===== src/rtl/dft_rx_pkg.sv =====
// dft_rx_pkg -- shared types and constants for the DFT output stream receiver.
//
// Contents:
//   MAX_DFTPTS  largest supported frame length
//   DFTPTS_W    width of the dftpts frame-length input
//   IDX_W       width of the in-frame beat index
//   rx_state_e  framing FSM state
//   fifo_tag_t  framing bits of a FIFO entry. The complete entry is
//               {fifo_tag_t, real[OUT_W-1:0], imag[OUT_W-1:0]}. The sample
//               fields depend on OUT_W, so they are appended by the
//               parameterised top rather than fixed here.
package dft_rx_pkg;

  localparam int MAX_DFTPTS = 1200;
  localparam int DFTPTS_W   = 12;
  localparam int IDX_W      = $clog2(MAX_DFTPTS);

  typedef enum logic [0:0] {
    ST_IDLE     = 1'b0,
    ST_IN_FRAME = 1'b1
  } rx_state_e;

  typedef struct packed {
    logic sop;
    logic eop;
  } fifo_tag_t;

endpackage


===== src/rtl/dft_rx_fifo.sv =====
// dft_rx_fifo -- small synchronous FIFO with registered flags.
//
// Parameters: WIDTH entry width, DEPTH entries (power of two).
// Ports:
//   clk, rst_n          clock, synchronous active-low reset
//   push, push_data     write request; it is ignored while not_full is low
//   pop                 read request; it is ignored while empty is high
//   pop_data            head entry, forced to zero while the FIFO is empty
//   not_full            registered; low during reset and when DEPTH entries are held
//   empty               registered; high during reset
module dft_rx_fifo #(
  parameter int WIDTH = 38,
  parameter int DEPTH = 4
) (
  input  logic             clk,
  input  logic             rst_n,
  input  logic             push,
  input  logic [WIDTH-1:0] push_data,
  input  logic             pop,
  output logic [WIDTH-1:0] pop_data,
  output logic             not_full,
  output logic             empty
);

  localparam int AW = $clog2(DEPTH);
  localparam logic [AW:0] DEPTH_C = DEPTH[AW:0];

  logic [WIDTH-1:0] mem_q [DEPTH];
  logic [AW-1:0]    wr_ptr_q, wr_ptr_d;
  logic [AW-1:0]    rd_ptr_q, rd_ptr_d;
  logic [AW:0]      count_q, count_d;
  logic             not_full_q, not_full_d;
  logic             empty_q, empty_d;
  logic             do_push, do_pop;

  assign do_push = push && not_full_q;
  assign do_pop  = pop && !empty_q;

  // Pointers wrap naturally because DEPTH is a power of two.
  always_comb begin
    wr_ptr_d   = wr_ptr_q + AW'(do_push);
    rd_ptr_d   = rd_ptr_q + AW'(do_pop);
    count_d    = count_q + (AW+1)'(do_push) - (AW+1)'(do_pop);
    not_full_d = (count_d < DEPTH_C);
    empty_d    = (count_d == '0);
  end

  always_ff @(posedge clk) begin
    if (!rst_n) begin
      wr_ptr_q   <= '0;
      rd_ptr_q   <= '0;
      count_q    <= '0;
      not_full_q <= 1'b0;
      empty_q    <= 1'b1;
    end else begin
      wr_ptr_q   <= wr_ptr_d;
      rd_ptr_q   <= rd_ptr_d;
      count_q    <= count_d;
      not_full_q <= not_full_d;
      empty_q    <= empty_d;
    end
  end

  // Storage needs no reset: the read port is masked while empty.
  always_ff @(posedge clk) begin
    if (do_push) mem_q[wr_ptr_q] <= push_data;
  end

  assign pop_data = empty_q ? '0 : mem_q[rd_ptr_q];
  assign not_full = not_full_q;
  assign empty    = empty_q;

endmodule


===== src/rtl/dft_stream_rx.sv =====
// dft_stream_rx -- receives the DFT output stream, checks the frame structure
// against the expected length, narrows each sample and buffers the beats for
// the downstream consumer.
//
// Build option: DFT_RX_ROUND_EN adds a round-half-up step before the shift.
// Without it, the shift truncates. Saturation is the same in both builds.
//
// Ports:
//   clk, rst_n                       clock, synchronous active-low reset
//   s_valid/s_sop/s_eop/s_real/s_imag input beat; s_ready is the registered FIFO space
//   dftpts                           expected frame length, taken on each accepted sop
//   m_valid/m_sop/m_eop/m_real/m_imag narrowed output beat; m_ready is the downstream accept
//   frame_ok/err_nosop/err_len/err_sop one-cycle registered status pulses
//   frame_cnt                        number of frames that completed with frame_ok
//   dbg_state                        framing FSM state
//
// Handshake: a beat moves on a rising edge where valid && ready. An output
// beat stays stable while m_valid && !m_ready.
module dft_stream_rx
  import dft_rx_pkg::*;
#(
  parameter int IN_W  = 30,
  parameter int OUT_W = 18,
  parameter int SHIFT = 12,
  parameter int DEPTH = 4
) (
  input  logic                    clk,
  input  logic                    rst_n,
  input  logic                    s_valid,
  input  logic                    s_sop,
  input  logic                    s_eop,
  input  logic signed [IN_W-1:0]  s_real,
  input  logic signed [IN_W-1:0]  s_imag,
  output logic                    s_ready,
  input  logic [DFTPTS_W-1:0]     dftpts,
  output logic                    m_valid,
  output logic                    m_sop,
  output logic                    m_eop,
  output logic signed [OUT_W-1:0] m_real,
  output logic signed [OUT_W-1:0] m_imag,
  input  logic                    m_ready,
  output logic                    frame_ok,
  output logic                    err_nosop,
  output logic                    err_len,
  output logic                    err_sop,
  output logic [15:0]             frame_cnt,
  output rx_state_e               dbg_state
);

  localparam int ENTRY_W = 2 + 2*OUT_W;
  localparam logic signed [IN_W:0] SAT_MAX = {{(IN_W-OUT_W+2){1'b0}}, {(OUT_W-1){1'b1}}};
  localparam logic signed [IN_W:0] SAT_MIN = {{(IN_W-OUT_W+2){1'b1}}, {(OUT_W-1){1'b0}}};
`ifdef DFT_RX_ROUND_EN
  localparam logic signed [IN_W:0] RND = (IN_W+1)'(1) << (SHIFT-1);
`endif

  // The extra bit lets the rounding offset be added without overflow.
  function automatic logic [OUT_W-1:0] narrow(input logic [IN_W-1:0] s);
    logic signed [IN_W:0] ext;
    logic signed [IN_W:0] shr;
    ext = $signed({s[IN_W-1], s});
`ifdef DFT_RX_ROUND_EN
    ext = ext + RND;
`endif
    shr = ext >>> SHIFT;
    if (shr > SAT_MAX)      return SAT_MAX[OUT_W-1:0];
    else if (shr < SAT_MIN) return SAT_MIN[OUT_W-1:0];
    else                    return shr[OUT_W-1:0];
  endfunction

  rx_state_e            state_q, state_d;
  logic [DFTPTS_W-1:0]  len_q, len_d;
  logic [IDX_W-1:0]     idx_q, idx_d;
  logic [15:0]          frame_cnt_q, frame_cnt_d;
  logic                 frame_ok_q, frame_ok_d;
  logic                 err_nosop_q, err_nosop_d;
  logic                 err_len_q, err_len_d;
  logic                 err_sop_q, err_sop_d;

  logic                 accept;
  logic                 push;
  fifo_tag_t            tag;
  logic [DFTPTS_W-1:0]  cur_len, cur_idx;
  logic                 last;
  logic [ENTRY_W-1:0]   push_data, pop_data;
  logic                 fifo_not_full, fifo_empty;

  assign accept = s_valid && s_ready;

  // Length and index of the beat being accepted. A sop always starts a new
  // frame at index 0, whether the FSM was idle or inside a frame.
  always_comb begin
    state_d     = state_q;
    len_d       = len_q;
    idx_d       = idx_q;
    frame_cnt_d = frame_cnt_q;
    frame_ok_d  = 1'b0;
    err_nosop_d = 1'b0;
    err_len_d   = 1'b0;
    err_sop_d   = 1'b0;
    push        = 1'b0;
    tag.sop     = s_sop;
    tag.eop     = s_eop;
    cur_len     = len_q;
    cur_idx     = DFTPTS_W'(idx_q) + DFTPTS_W'(1);
    last        = 1'b0;
    if (accept) begin
      if (s_sop) begin
        err_sop_d = (state_q == ST_IN_FRAME);
        cur_len   = dftpts;
        cur_idx   = '0;
      end
      if (s_sop || state_q == ST_IN_FRAME) begin
        push    = 1'b1;
        len_d   = cur_len;
        idx_d   = cur_idx[IDX_W-1:0];
        last    = (cur_idx == cur_len - DFTPTS_W'(1));
        state_d = ST_IN_FRAME;
        if (s_eop && last) begin
          frame_ok_d  = 1'b1;
          frame_cnt_d = frame_cnt_q + 16'd1;
          state_d     = ST_IDLE;
        end else if (s_eop) begin
          err_len_d = 1'b1;
          state_d   = ST_IDLE;
        end else if (last) begin
          // The frame is closed here. Any further beats are dropped as sop-less.
          err_len_d = 1'b1;
          tag.eop   = 1'b1;
          state_d   = ST_IDLE;
        end
      end else begin
        err_nosop_d = 1'b1;
      end
    end
  end

  always_ff @(posedge clk) begin
    if (!rst_n) begin
      state_q     <= ST_IDLE;
      len_q       <= '0;
      idx_q       <= '0;
      frame_cnt_q <= '0;
      frame_ok_q  <= 1'b0;
      err_nosop_q <= 1'b0;
      err_len_q   <= 1'b0;
      err_sop_q   <= 1'b0;
    end else begin
      state_q     <= state_d;
      len_q       <= len_d;
      idx_q       <= idx_d;
      frame_cnt_q <= frame_cnt_d;
      frame_ok_q  <= frame_ok_d;
      err_nosop_q <= err_nosop_d;
      err_len_q   <= err_len_d;
      err_sop_q   <= err_sop_d;
    end
  end

  assign push_data = {tag, narrow(s_real), narrow(s_imag)};

  dft_rx_fifo #(
    .WIDTH (ENTRY_W),
    .DEPTH (DEPTH)
  ) u_fifo (
    .clk       (clk),
    .rst_n     (rst_n),
    .push      (push),
    .push_data (push_data),
    .pop       (m_ready),
    .pop_data  (pop_data),
    .not_full  (fifo_not_full),
    .empty     (fifo_empty)
  );

  assign s_ready = fifo_not_full;
  assign m_valid = !fifo_empty;
  assign {m_sop, m_eop, m_real, m_imag} = pop_data;

  assign frame_ok  = frame_ok_q;
  assign err_nosop = err_nosop_q;
  assign err_len   = err_len_q;
  assign err_sop   = err_sop_q;
  assign frame_cnt = frame_cnt_q;
  assign dbg_state = state_q;

endmodule


===== config.mk =====
export PLATFORM = sky130hd
export DESIGN_NAME = dft_stream_rx
export DESIGN_NICKNAME = d
export VERILOG_FILES = /design/src/rtl/dft_rx_pkg.sv /design/src/rtl/dft_rx_fifo.sv /design/src/rtl/dft_stream_rx.sv
export SDC_FILE = /design/constraint.sdc
export NUM_CORES = 1
export LEC_CHECK = 0
export CORE_MARGIN = 4
export CORE_UTILIZATION = 49
export CTS_CLUSTER_DIAMETER = 100
export DETAILED_ROUTE_END_ITERATION = 12
export HOLD_SLACK_MARGIN = 0.15
export PLACE_DENSITY = 0.75
export SKIP_LAST_GASP = 1
export SYNTH_ARGS = -nofsm -noshare
export SYNTH_HDL_FRONTEND = slang
export SYNTH_SLANG_ARGS = --single-unit

===== constraint.sdc =====
create_clock -name clk -period 5.85 [get_ports clk]
set_input_delay 1.17 -clock clk [delete_from_list [all_inputs] [get_ports clk]]
set_output_delay 1.17 -clock clk [all_outputs]
set_load 0.01 [all_outputs]

Word-level counts from Yosys, hierarchy flattened. Memory sizes are Yosys's and may differ from the RTL's. A register that Yosys moved wholly into a read port is not among the register bits. Index checks and enable logic that the tools add are counted. Widths: inputs -> output; s select.

Logic and storage cells: 67. Memories kept: 1. Flip-flop bits (word level): 53. Input bits: 78. RAM bits: 152. Output and inout bits: 61.

Memories: u_fifo.mem_q (words 4, width 38, rd ports 1, clocked after memory_dff 1, wr ports 1, line dft_rx_fifo.sv:28) `logic [WIDTH-1:0] mem_q [DEPTH];`.

Muxes and demuxes: 24. Eq/ne operators: 1. $lt $le $gt $ge: 5. Add/sub/neg operators: 7. Reduce and logical (&&, ||, !) cells: 13. Bitwise operators: 3.

Operators by type and width (number): $mux 18 (4); $mux 12 (4); $mux 38 (1); $gt 18x18->1 const B (2); $lt 18x18->1 const B (2); $add 16x1->16 const B (1); $mux 1 (14); $add 11x1->12 const B (1); $eq 12x12->1 (1); $sub 12x1->12 const B (1); $reduce_and 3->1 (3); $add 2x1->2 (2); $logic_and 1x1->1 (4); $reduce_and 2->1 (2); $reduce_or 4->1 (1); $add 3x1->3 (1); $logic_not 3->1 (1); $lt 3x3->1 const B (1); $not 1->1 (3); $sub 3x1->3 (1); $mux 2 (1); $logic_not 1->1 (1); $logic_or 1x1->1 (1).

Logic depth before layout (Yosys ltp).
Depth in word-level cells: 9. Depth in mapped cells: 16. Depth with buffers taken out: 10.

Modules after synthesis. From an unflattened synthesis, not the netlist that was laid out.

Cells, all modules: 678. Area, all modules: 9170.0 µm².

Modules (own cells, without submodules): dft_rx_fifo (instances 1, sequential area each 4744.6 µm², area each 6130.9 µm², cells an instance 280); dft_stream_rx (instances 1, sequential area each 880.8 µm², area each 3039.2 µm², cells an instance 398).

Least setup slack after synthesis. Ideal clock, no wire load.

Kind: in2reg. Start point: input s_sop. End point: memory u_fifo.mem_q[1][0] (enable). Arrival: 5189 ps. Buffers on the path: 5. Data required time: 5361 ps. Setup slack: 172 ps. Stages on the path: 8. Library setup time: 489 ps. Cells stage by stage: buf_2 -> buf_4 -> buf_4 -> nor2_1 -> or2_2 -> clkbuf_1 -> clkbuf_1 -> nor3b_1.

Cells in the longest elaborated chain, start to end: 6.

Ends and longest elaborated chain: start: declaration (line dft_stream_rx.sv:30) `input logic s_sop,`; $logic_or 1x1->1 (line dft_stream_rx.sv:113) `if (s_sop || state_q == ST_IN_FRAME) begin`; $mux 1 (line dft_stream_rx.sv:113); $mux 1 (line dft_stream_rx.sv:107) `if (accept) begin`; $logic_and 1x1->1 (line dft_rx_fifo.sv:36) `assign do_push = push && not_full_q;`; $mux 1 (line dft_rx_fifo.sv:66) `if (do_push) mem_q[wr_ptr_q] <= push_data;`; $mux 1 (not written as such) (line dft_rx_fifo.sv:66); end: declaration (line dft_rx_fifo.sv:28).

No other way between the ends.

Worst setup path after layout.
Start point: input s_sop. End point: register frame_cnt_q[5] (netlist: frame_cnt[5]).

Cells in the longest elaborated chain, start to end: 6. Elaborated cells between the ends (all ways): 9. Those cells by class: add/sub: 1; eq/ne: 1; mux: 4; reduce/logical: 3.

Ends and longest elaborated chain: $mux 12 (line dft_stream_rx.sv:108) `if (s_sop) begin`; $mux 12 (line dft_stream_rx.sv:107); $sub 12x1->12 (line dft_stream_rx.sv:117) `last = (cur_idx == cur_len - DFTPTS_W'(1));`; $eq 12x12->1 (line dft_stream_rx.sv:117); $logic_and 1x1->1 (line dft_stream_rx.sv:119) `if (s_eop && last) begin`; $reduce_and 3->1 (no line) (*); end signal: assignment (line dft_stream_rx.sv:152) `frame_cnt_q <= frame_cnt_d;`; end: declaration (line dft_stream_rx.sv:74) `logic [15:0] frame_cnt_q, frame_cnt_d;`.

Every way passes the cells marked *; elsewhere a longest branch is shown, timed or not. The select of a mux whose other input is x is not followed. A chain may end at the register's enable or synchronous reset.

==> results.txt <==
----------------------------------------------------
[Global route]
  Overall overflow remaining after global route ... 0
  Global-route wire length before repair ... 29.3 mm
  Antenna violations before repair ... 0
  Overall routing resource usage ... 0.179
  Number of global-route vias before repair ... 5698
  Maximum number of pins on one net before global-route repair ... 41

[Clocking]
  Deepest clock path buffer count ... 3
  Clock H-tree levels ... 1
  Clock latency of the later-clocked register in the worst-skew pair ... 0.50 ns
  Post-CTS sizing ... 0
  TritonCTS clock tree ... done
  Sinks on Clock Net ... 205
  Number of post-CTS setup repair buffers ... 0
  Clock edge transition at the registers on the reported setup and hold paths ... 0.06 ns
  Number of buffers inserted by hold repair at cts ... 0
  Root buf cell ... clkbuf_16
  Number of buffers created by CTS ... 22

[Layout]
  Area growth from synthesis to layout ... 21.6%
  Final Net Count ... 831
  Layout Utilization ... 0.607
  Multi-input logic area ... 0.00306 sq mm
  Cell Count, Final, Fillers Out ... 990
  Share of layout cells above drive strength 1 ... 0.120
  Register area ... 0.00563 sq mm
  ANT cells ... 0
  FILL cells ... 1360

[Yosys]
  Number of register bits inferred by synthesis ... 205
  Cell count after synthesis ... 669
  Portion of synthesized cell area occupied by the leading cell type ... 0.507
  Top area cells in the synthesized netlist ... edfxtp_1, dfxtp_1, mux4_2, and2_1, clkbuf_1
  Number of warnings issued by yosys ... 0
  Sequential element share of the synthesized area ... 0.625
  Post-synth cell types ... 58
  Number of synthesized flops with an enable pin ... 152
  Synth area leader ... edfxtp_1
  Ys flop type ... edfxtp_1
  Average footprint of a synthesized cell ... 13.4 sq um
  Post-synthesis async set-or-reset flop share ... 0
  Combined area of all synthesized cells ... 0.00900 sq mm
  Mapped Nets ... 755

[Die]
  Placement row count ... 49
  Floorplan die height ... 144 um
  Total die area ... 0.0206 sq mm
  Area of the core ... 0.0180 sq mm
  Initial Util ... 0.499
  I/O pin total ... 139
  Horizontal die dimension ... 144 um

[Route]
  Average detailed-routed wire length per instance ... 18.6 um
  Detailed-route wire length ... 18.4 mm
  Starting DRT DRC Count ... 299
  DRC violations left ... 0
  Number of nets with antenna violations after detailed routing ... 0
  Vias post-DR ... 5539
  Vias per cell ... 5.59
  Number of optimization iterations in the first detailed-route pass ... 5

[Critical path]
  Maximum fanout encountered on the critical timing path ... 21
  Type of origin of the critical path ... primary input
  Data required, critical path ... 6.28 ns
  Capturing element type of the critical path ... flop
  CP arrival ... 4.93 ns
  Critical path class ... primary input to flop

[Timing]
  Number of slew-limit violations in the final report ... 0
  Final worst path period need ... 4.49 ns
  Tightest slew margin relative to the limit ... 0.217
  Setup clock skew after layout ... 0.0105 ns
  Setup TNS ... 0 ns
  Slew of the pin with the lowest slew margin ... 1.17 ns
  Final period utilization ... 0.768
  Count of final setup violators ... 0
  RSZ-0062 raised after global routing ... false
  Final hold vios ... 0
  Maximum achievable frequency ... 223 MHz

[Placed design]
  Number of buffers added on ports ... 114
  GP Congestion ... 0.840
  DP Wirelength ... 11.8 mm
  Cell total after placement ... 950

[Worst hold path]
  Worst hold path type ... flop to flop

[Job]
  Max-capacitance violation count ... 0

[Pwr]
  PD cells ... 342 mW/mm^2
  VDD IR-drop max ... 0.000310 V
  Cell leakage power ... 0.00363 uW

[Run status]
  Outcome ... complete, no violations

----------------------------------------------------
-- path summary, 6_finish.rpt --
kind	from	end	slack (ns)	cells after the start
setup / recovery	s_sop	frame_cnt[5]	1.36	10
hold / removal	len_q[11]	len_q[11]	0.46	2
setup reg to reg	idx_q[0]	frame_cnt[5]	2.07	9
hold reg to reg	len_q[11]	len_q[11]	0.46	2
-- synth_stat cells, drive strengths merged, types with 2 or more instances --
library cell / number
and3: 9
o21a: 2
nor2: 28
nor4b: 3
a21o: 2
xnor3: 3
nor3b: 3
xnor2: 17
xor2: 6
dfxtp: 53
or2: 2
nand4: 4
nor4: 5
clkbuf: 60
a21oi: 38
nand3: 24
nand2b: 6
a31oi: 2
or4: 4
or3: 16
o21ai: 22
o211ai: 2
o31ai: 4
nand3b: 2
a211oi: 4
and2: 45
buf: 11
ha: 7
edfxtp: 152
mux4: 38
nand2: 42
clkinv: 2
mux2i: 15
nor3: 10
inv: 10
-- report_power, final --
part	internal, uW	switching [uW]	total, uW
combinational	401	330	731
clock	807	532	1340
sequential	1620	51.0	1670
total	2830	913	3740
-- worst max-delay path: stages --
cell,delay (ns)
clkdlybuf4s50_1,0.66
buf_4,0.29
nor4_1,0.51
o21ai_0,0.29
nor4b_1,0.43
xnor2_1,0.16
nand3_1,0.18
or4_4,0.68
or3_1,0.39
a21oi_1,0.16
-- metrics by stage --
step | power [uW] | hold WS (ns) | cell area, sq um | setup slack [ns]
6_report | 3740 | 0.458 | 10900 | 1.36
5_1_grt | 3910 | 0.486 | 10900 | 1.08
4_1_cts | 3790 | 0.457 | 10900 | 1.38
3_5_place_dp | 2450 | 0.449 | 10200 | 0.872
3_3_place_gp | 2430 | 0.443 | 10200 | 0.983
2_1_floorplan | 2130 | 0.436 | 9000 | 0.172
-- cells in the final DEF (no fill, tap or decap), types with 16 or more instances in the layout --
cell type	count
o21ai_0	22
or3_1	16
a21oi_1	37
nand2_1	42
nand3_1	24
clkdlybuf4s50_1	114
nor2_1	27
and2_1	45
mux4_2	38
xnor2_1	17
clkbuf_16	22
edfxtp_1	152
dfxtp_1	51
-- state kept, by name, indices dropped and copies added, names as in the netlist --
signal and count:
len_q 12, frame_cnt 16, u_fifo.count_q 3, u_fifo.mem_q 152
u_fifo.rd_ptr_q 2, idx_q 11, err_len 1, err_sop 1
dbg_state 1, u_fifo.empty 1, u_fifo.not_full 1, frame_ok 1
u_fifo.wr_ptr_q 2, err_nosop 1
-- cell families (layout without fill, tap and decap cells) --
logic type | count (synthesis) | in the layout | share of synthesized area
AO/OA/AOI/OAI | 85 | 85 | 0.0553
multiplexers | 53 | 53 | 0.112
buffers and inverters | 83 | 175 | 0.0373
XOR/XNOR | 27 | 27 | 0.0325
flip-flops | 205 | 205 | 0.625
AND/OR/NAND/NOR | 208 | 208 | 0.126
adder cells (fa/ha/maj) | 8 | 8 | 0.0120
-- per-layer routing --
| metal | track usage | up-vias | part of all wire |
|---|---|---|---|
| met1 | 0.235 | 2710 | 0.42 |
| met5 | 0 | - | 0 |
| met4 | 0.0322 | 0 | 0.017 |
| met2 | 0.315 | 178 | 0.50 |
| met3 | 0.0336 | 22 | 0.059 |
| li1 | - | 2629 | - |
-- area by class of cell --
| type | count | area share |
|---|---|---|
| inverter | 12 | 0.00412 |
| sequential | 205 | 0.515 |
| multi-input combinational | 381 | 0.279 |
| timing repair buffer | 123 | 0.111 |
| clock inverter | 5 | 0.00595 |
| clock buffer | 35 | 0.0594 |
| tap | 229 | 0.0262 |
No activity file was read; power rests on OpenSTA's default activity.
